`config.mk`:
```
export PLATFORM = sky130hd
export DESIGN_NAME = elbeth_load_store_unit
export DESIGN_NICKNAME = d
export VERILOG_FILES = /design/src/rtl/elbeth_load_store_unit.sv
export SDC_FILE = /design/constraint.sdc
export NUM_CORES = 1
export LEC_CHECK = 0
export CAP_MARGIN = 20
export CORE_ASPECT_RATIO = 1.1
export CORE_MARGIN = 1.5
export CORE_UTILIZATION = 40
export CTS_CLUSTER_SIZE = 30
export DETAILED_ROUTE_END_ITERATION = 10
export GPL_ROUTABILITY_DRIVEN = 0
export GPL_TIMING_DRIVEN = 0
export PLACE_DENSITY = 0.79
export SLEW_MARGIN = 10
export SYNTH_ARGS = -nofsm -noshare
export SYNTH_HDL_FRONTEND = slang
export SYNTH_SLANG_ARGS = --single-unit
```
`constraint.sdc`:
```
create_clock -name clk -period 5.75 [get_ports clk]
set_input_delay 1.4375 -clock clk [delete_from_list [all_inputs] [get_ports clk]]
set_output_delay 1.4375 -clock clk [all_outputs]
set_load 0.01 [all_outputs]
```
`src/rtl/elbeth_load_store_unit.sv`:
```
`default_nettype none
// ============================================================================
// Module   : elbeth_load_store_unit
// Brief    : MEM-stage load/store unit. Checks alignment, drives a
//            word-addressed req/ack data bus with byte strobes, returns load
//            data right-aligned and stalls the pipeline during each access.
// Revision : 1.0 - initial release
// ============================================================================
module elbeth_load_store_unit #(
  parameter int unsigned TIMEOUT_CYCLES = 255
) (
  input  logic        clk,
  input  logic        rst,
  input  logic        mem_read,
  input  logic        mem_write,
  input  logic [31:0] mem_addr,
  input  logic [31:0] mem_wdata,
  input  logic [3:0]  ctrl_data_size,
  output logic        mem_stall,
  output logic [31:0] load_data,
  output logic        load_valid,
  output logic        misaligned_exc,
  output logic        bus_err,
  output logic [31:0] exc_addr,
  output logic        dmem_req,
  output logic        dmem_we,
  output logic [31:0] dmem_addr,
  output logic [31:0] dmem_wdata,
  output logic [3:0]  dmem_wstrb,
  input  logic        dmem_ack,
  input  logic [31:0] dmem_rdata,
  input  logic        dmem_err
);

  // Access-size encodings shared with the core's definitions header.
  localparam logic [3:0] SIZE_WORD     = 4'b1111;
  localparam logic [3:0] SIZE_HALFWORD = 4'b0011;
  localparam logic [3:0] SIZE_BYTE     = 4'b0001;

  // Counter just wide enough to reach TIMEOUT_CYCLES (1 bit when disabled).
  localparam int unsigned CNT_W    = (TIMEOUT_CYCLES > 0) ? $clog2(TIMEOUT_CYCLES + 1) : 1;
  localparam logic [CNT_W-1:0] TO_LIMIT = CNT_W'(TIMEOUT_CYCLES);
  localparam bit          TO_EN    = (TIMEOUT_CYCLES != 0);

  typedef enum logic [1:0] {
    S_IDLE = 2'd0,
    S_WAIT = 2'd1,
    S_DONE = 2'd2
  } state_t;

  state_t             state_q;
  logic [31:0]        addr_q;
  logic               we_q;
  logic [3:0]         wstrb_q;
  logic [31:0]        wdata_q;
  logic               req_q;
  logic [CNT_W-1:0]   cnt_q;
  logic [31:0]        load_data_q;
  logic               load_valid_q;
  logic               misaligned_q;
  logic               bus_err_q;
  logic [31:0]        exc_addr_q;

  logic               req_present;
  logic               fault_d;
  logic [3:0]         wstrb_d;
  logic [31:0]        wdata_d;

  assign req_present = mem_read | mem_write;

  // Alignment check and store lane formatting for the incoming request.
  always_comb begin
    fault_d = 1'b0;
    wstrb_d = 4'b0000;
    wdata_d = mem_wdata;
    case (ctrl_data_size)
      SIZE_BYTE: begin
        wstrb_d = 4'b0001 << mem_addr[1:0];
        wdata_d = {4{mem_wdata[7:0]}};
      end
      SIZE_HALFWORD: begin
        fault_d = mem_addr[0];
        wstrb_d = 4'b0011 << mem_addr[1:0];
        wdata_d = {2{mem_wdata[15:0]}};
      end
      SIZE_WORD: begin
        fault_d = (mem_addr[1:0] != 2'b00);
        wstrb_d = 4'b1111;
        wdata_d = mem_wdata;
      end
      default: fault_d = 1'b1;
    endcase
  end

  // Access FSM with registered bus signals, result and exception pulses.
  always_ff @(posedge clk) begin
    if (rst) begin
      state_q      <= S_IDLE;
      addr_q       <= 32'd0;
      we_q         <= 1'b0;
      wstrb_q      <= 4'b0000;
      wdata_q      <= 32'd0;
      req_q        <= 1'b0;
      cnt_q        <= '0;
      load_data_q  <= 32'd0;
      load_valid_q <= 1'b0;
      misaligned_q <= 1'b0;
      bus_err_q    <= 1'b0;
      exc_addr_q   <= 32'd0;
    end else begin
      // Pulses last exactly the one DONE cycle.
      load_valid_q <= 1'b0;
      misaligned_q <= 1'b0;
      bus_err_q    <= 1'b0;
      case (state_q)
        S_IDLE: begin
          if (req_present) begin
            if (fault_d) begin
              misaligned_q <= 1'b1;
              exc_addr_q   <= mem_addr;
              state_q      <= S_DONE;
            end else begin
              addr_q  <= mem_addr;
              we_q    <= mem_write;
              wstrb_q <= mem_write ? wstrb_d : 4'b0000;
              wdata_q <= wdata_d;
              req_q   <= 1'b1;
              cnt_q   <= '0;
              state_q <= S_WAIT;
            end
          end
        end
        S_WAIT: begin
          if (dmem_ack) begin
            req_q   <= 1'b0;
            state_q <= S_DONE;
            if (dmem_err) begin
              bus_err_q  <= 1'b1;
              exc_addr_q <= addr_q;
            end else if (!we_q) begin
              load_valid_q <= 1'b1;
              load_data_q  <= dmem_rdata >> {addr_q[1:0], 3'b000};
            end
          end else if (TO_EN && (cnt_q == TO_LIMIT)) begin
            req_q      <= 1'b0;
            bus_err_q  <= 1'b1;
            exc_addr_q <= addr_q;
            state_q    <= S_DONE;
          end else if (TO_EN) begin
            cnt_q <= cnt_q + CNT_W'(1);
          end
        end
        S_DONE: begin
          // The request still on the inputs belongs to this access; drop it.
          state_q <= S_IDLE;
        end
        default: state_q <= S_IDLE;
      endcase
    end
  end

  // Stall while a request waits in IDLE or the bus access is outstanding.
  always_comb begin
    mem_stall = ~rst & (((state_q == S_IDLE) & req_present) | (state_q == S_WAIT));
  end

  assign load_data      = load_data_q;
  assign load_valid     = load_valid_q;
  assign misaligned_exc = misaligned_q;
  assign bus_err        = bus_err_q;
  assign exc_addr       = exc_addr_q;
  assign dmem_req       = req_q;
  assign dmem_we        = we_q;
  assign dmem_addr      = {addr_q[31:2], 2'b00};
  assign dmem_wdata     = wdata_q;
  assign dmem_wstrb     = wstrb_q;

endmodule
`default_nettype wire

```
==> flow_metrics.tcl, run 1 <==
set metrics [dict create \
    hold_path_depth 2 \
    synth_edf_count 0 \
    fmax_mhz 197 \
    critPathTopFamily "buffers and inverters" \
    synth_cell_type_count 53 \
    dp.final_hpwl_um 17900 \
    post_cts.repair.setup_buffers 0 \
    ir_drop_uv 201 \
    regArea_mm2 0.00294 \
    hold_start "load_data[1]" \
    post-route-period-util_pct 88.4 \
    die_x_um 131 \
    io_buffer_count 238 \
    cp_slowest_stage_delay_ns 0.57 \
    maxSlewViolCount 0 \
    rsz0062_at_grt "no" \
    power_leakage_nw 3.78 \
    grt_max_degree 17 \
    critPathLaunchType "primary input" \
    use_met3_pct 7.22 \
    post_drt_wl_per_cell_um 17.9 \
    grt_usage_pct 25.7 \
    drive_gt1_share_pct 10.9 \
    numCtsBuffers 17 \
    crit_chain "clkdlybuf4s50_1 > clkbuf_1 > clkbuf_1 > nor3_1 > clkdlybuf4s50_1" \
    regToRegSetupSlack_ns 3.49 \
    die_area_mm2 0.0187 \
    critPathCaptureType "primary output" \
    firstDrtPassIters 5 \
    synth_top_area_share_pct 41.1 \
    use_met1_pct 31.2 \
    synth_area_per_cell_um2 8.64 \
    synth-seq-cells 147 \
    finalHoldViolCount 0 \
    io_pins 244 \
    htree_levels 4 \
    rows 51 \
    path_clk_slew_ns 0.06 \
    tightest_slew_ns 0.754 \
    cts-hold-fix-buffers 0 \
    final_util_pct 59.4 \
    gr-usage-met2_pct 42.9 \
    outcome "complete, no violations" \
    crit_arrival_ns 3.65 \
    grt_busiest_layer "met2" \
    start_util_pct 40.7 \
    skew_ns 0.00817 \
    synth_cells 829 \
    multi_input_area_mm2 0.00364 \
    rr_worst_depth 6 \
    hold_path.class "reg -> reg" \
    ys_warn_count 0 \
    critPathBufInv 4 \
    setup_viol 0 \
    slowest_stage "clkdlybuf4s50_1" \
    first_iter_violations 489 \
    ant_nets 0 \
    antenna_found_initial 1 \
    cts_tree "yes" \
    synth_top_cell_by_area "dfxtp_1" \
    fin_ws_ns 0.667 \
    grt_pass1_wl_um 37100 \
    cp_max_fo 10 \
    final_cell_mix "238 x clkdlybuf4s50_1, 147 x dfxtp_1, 114 x a21oi_1" \
    worstSetupStartpoint "rst" \
    die_h_um 143 \
    r2r_start "state_q[0]" \
    p_per_area_mw_per_mm2 263 \
    critical_path_class "in -> out" \
    synth.area.top_cells "dfxtp_1 41%, a21oi_1 8.0%, nand2_1 4.8%" \
    setup_tns_ns 0 \
    pre_cts_ws_ns 0.611 \
    clockBufferDepth 2 \
    synthArstFlopShare_pct 0 \
    fillers 1614 \
    relSlewSlack_pct 49.4 \
    cp.required_ns 4.31 \
    cts_sinks 147 \
    cts.repair.resized 0 \
    cts-root-buf "clkbuf_16" \
    synth_seq_area_share_pct 41.1 \
    via_count 7262 \
    avgViaCountPerCell 5.43 \
    syn_area_mm2 0.00716 \
    fin_nets 1194 \
    synthToLayoutAreaGrowth_pct 46.2 \
    drv_cap 0 \
    clk_latency_ns 0.42 \
    gr-total-overflow 0 \
    core_mm2 0.0176 \
    finalCriticalPeriod_ns 5.08 \
    synthFlopType "dfxtp_1" \
    drt_wl_total_um 23900 \
    whs_endpoint "load_data[1]" \
    rr_endpoint "dmem_wdata[13]" \
    grt_pass1_vias 7044 \
    route.detailed.drc 0 \
    mostFrequentLayoutCell "clkdlybuf4s50_1" \
]
-- worst max path at each step --
stage / end / depth (start not counted)
2_1_floorplan: mem_stall / 3
3_3_place_gp: mem_stall / 5
3_5_place_dp: mem_stall / 5
4_1_cts: mem_stall / 5
5_1_grt: mem_stall / 5
6_report: mem_stall / 5
-- final cells by class --
type	count	area share, %
inverters	2	0.0717
multi-input cells	570	34.7
clock inverters	13	1.74
repair buffers	238	22.8
flip-flops and latches	147	28.1
diodes	1	0.0239
well taps	238	2.84
plain buffers	111	5.52
clock buffers	18	4.20
-- cells by family after synthesis --
family | share of synthesized area, %
flops | 41.1
fa+ha+maj | 0.175
simple gates | 16.1
other cells | 0.0524
mux | 12.3
compound gates | 22.1
buf+inv | 8.18
-- synthesized netlist by cell type (2+ instances only) --
library cell / count
dfxtp_1: 147
a21oi_1: 114
nand2_1: 91
o21ai_0: 62
clkbuf_1: 57
nand3_1: 49
buf_4: 34
nor2b_1: 34
mux2i_1: 32
nor2_1: 28
a211oi_1: 20
mux2_4: 20
o2111ai_1: 14
mux2_2: 13
nor3_1: 13
o211ai_1: 11
mux2_1: 10
buf_2: 9
a22o_1: 8
buf_1: 8
o2bb2ai_1: 8
and3_1: 6
a311oi_1: 3
buf_6: 3
o21a_1: 3
inv_1: 2
nand2b_1: 2
nor4b_4: 2
o41ai_1: 2
-- report_power, final --
part           switching, mW  total, mW  internal [mW]
Clock                  0.452       1.19          0.737
Combinational          0.236      0.480          0.244
Sequential            0.0250       1.09           1.06
Total                  0.713       2.76           2.04
-- per-stage QoR --
step / total power, mW / cells / instance area, um^2 / hold WS [ns]
5_1_grt: 2.86 / 1338 / 10500 / 0.477
2_1_floorplan: 1.35 / 830 / 7160 / 0.443
3_5_place_dp: 1.59 / 1306 / 9840 / 0.449
6_report: 2.76 / 1338 / 10500 / 0.459
4_1_cts: 2.76 / 1337 / 10500 / 0.457
3_3_place_gp: 1.58 / 1306 / 9840 / 0.443
-- sequential cells by signal (all words and copies together) (netlist names) --
register        cells
load_data          32
addr_q             32
dmem_req            1
cnt_q               8
dmem_wdata         32
exc_addr           32
dmem_we             1
load_valid          1
bus_err             1
state_q             2
misaligned_exc      1
dmem_wstrb          4
-- tightest hold or removal path, stage by stage, from the launching register on --
cell	delay (ns)
dfxtp_1	0.31
nand2_1	0.05
a21oi_1	0.05
-- metal layers --
metal  wire, um  up-vias
li1           -     3455
met1       9840     3476
met2      11600      290
met3       1810       41
met4        704        0
met5          0        -
Note: power is estimated with default switching activity, not from simulation.
==> run 2: changes to the inputs <==
HOLD_SLACK_MARGIN = 0.06   (was not set)
==> results of run 2 <==
No change in the layout: final DEF, timing and power equal those of run 1.
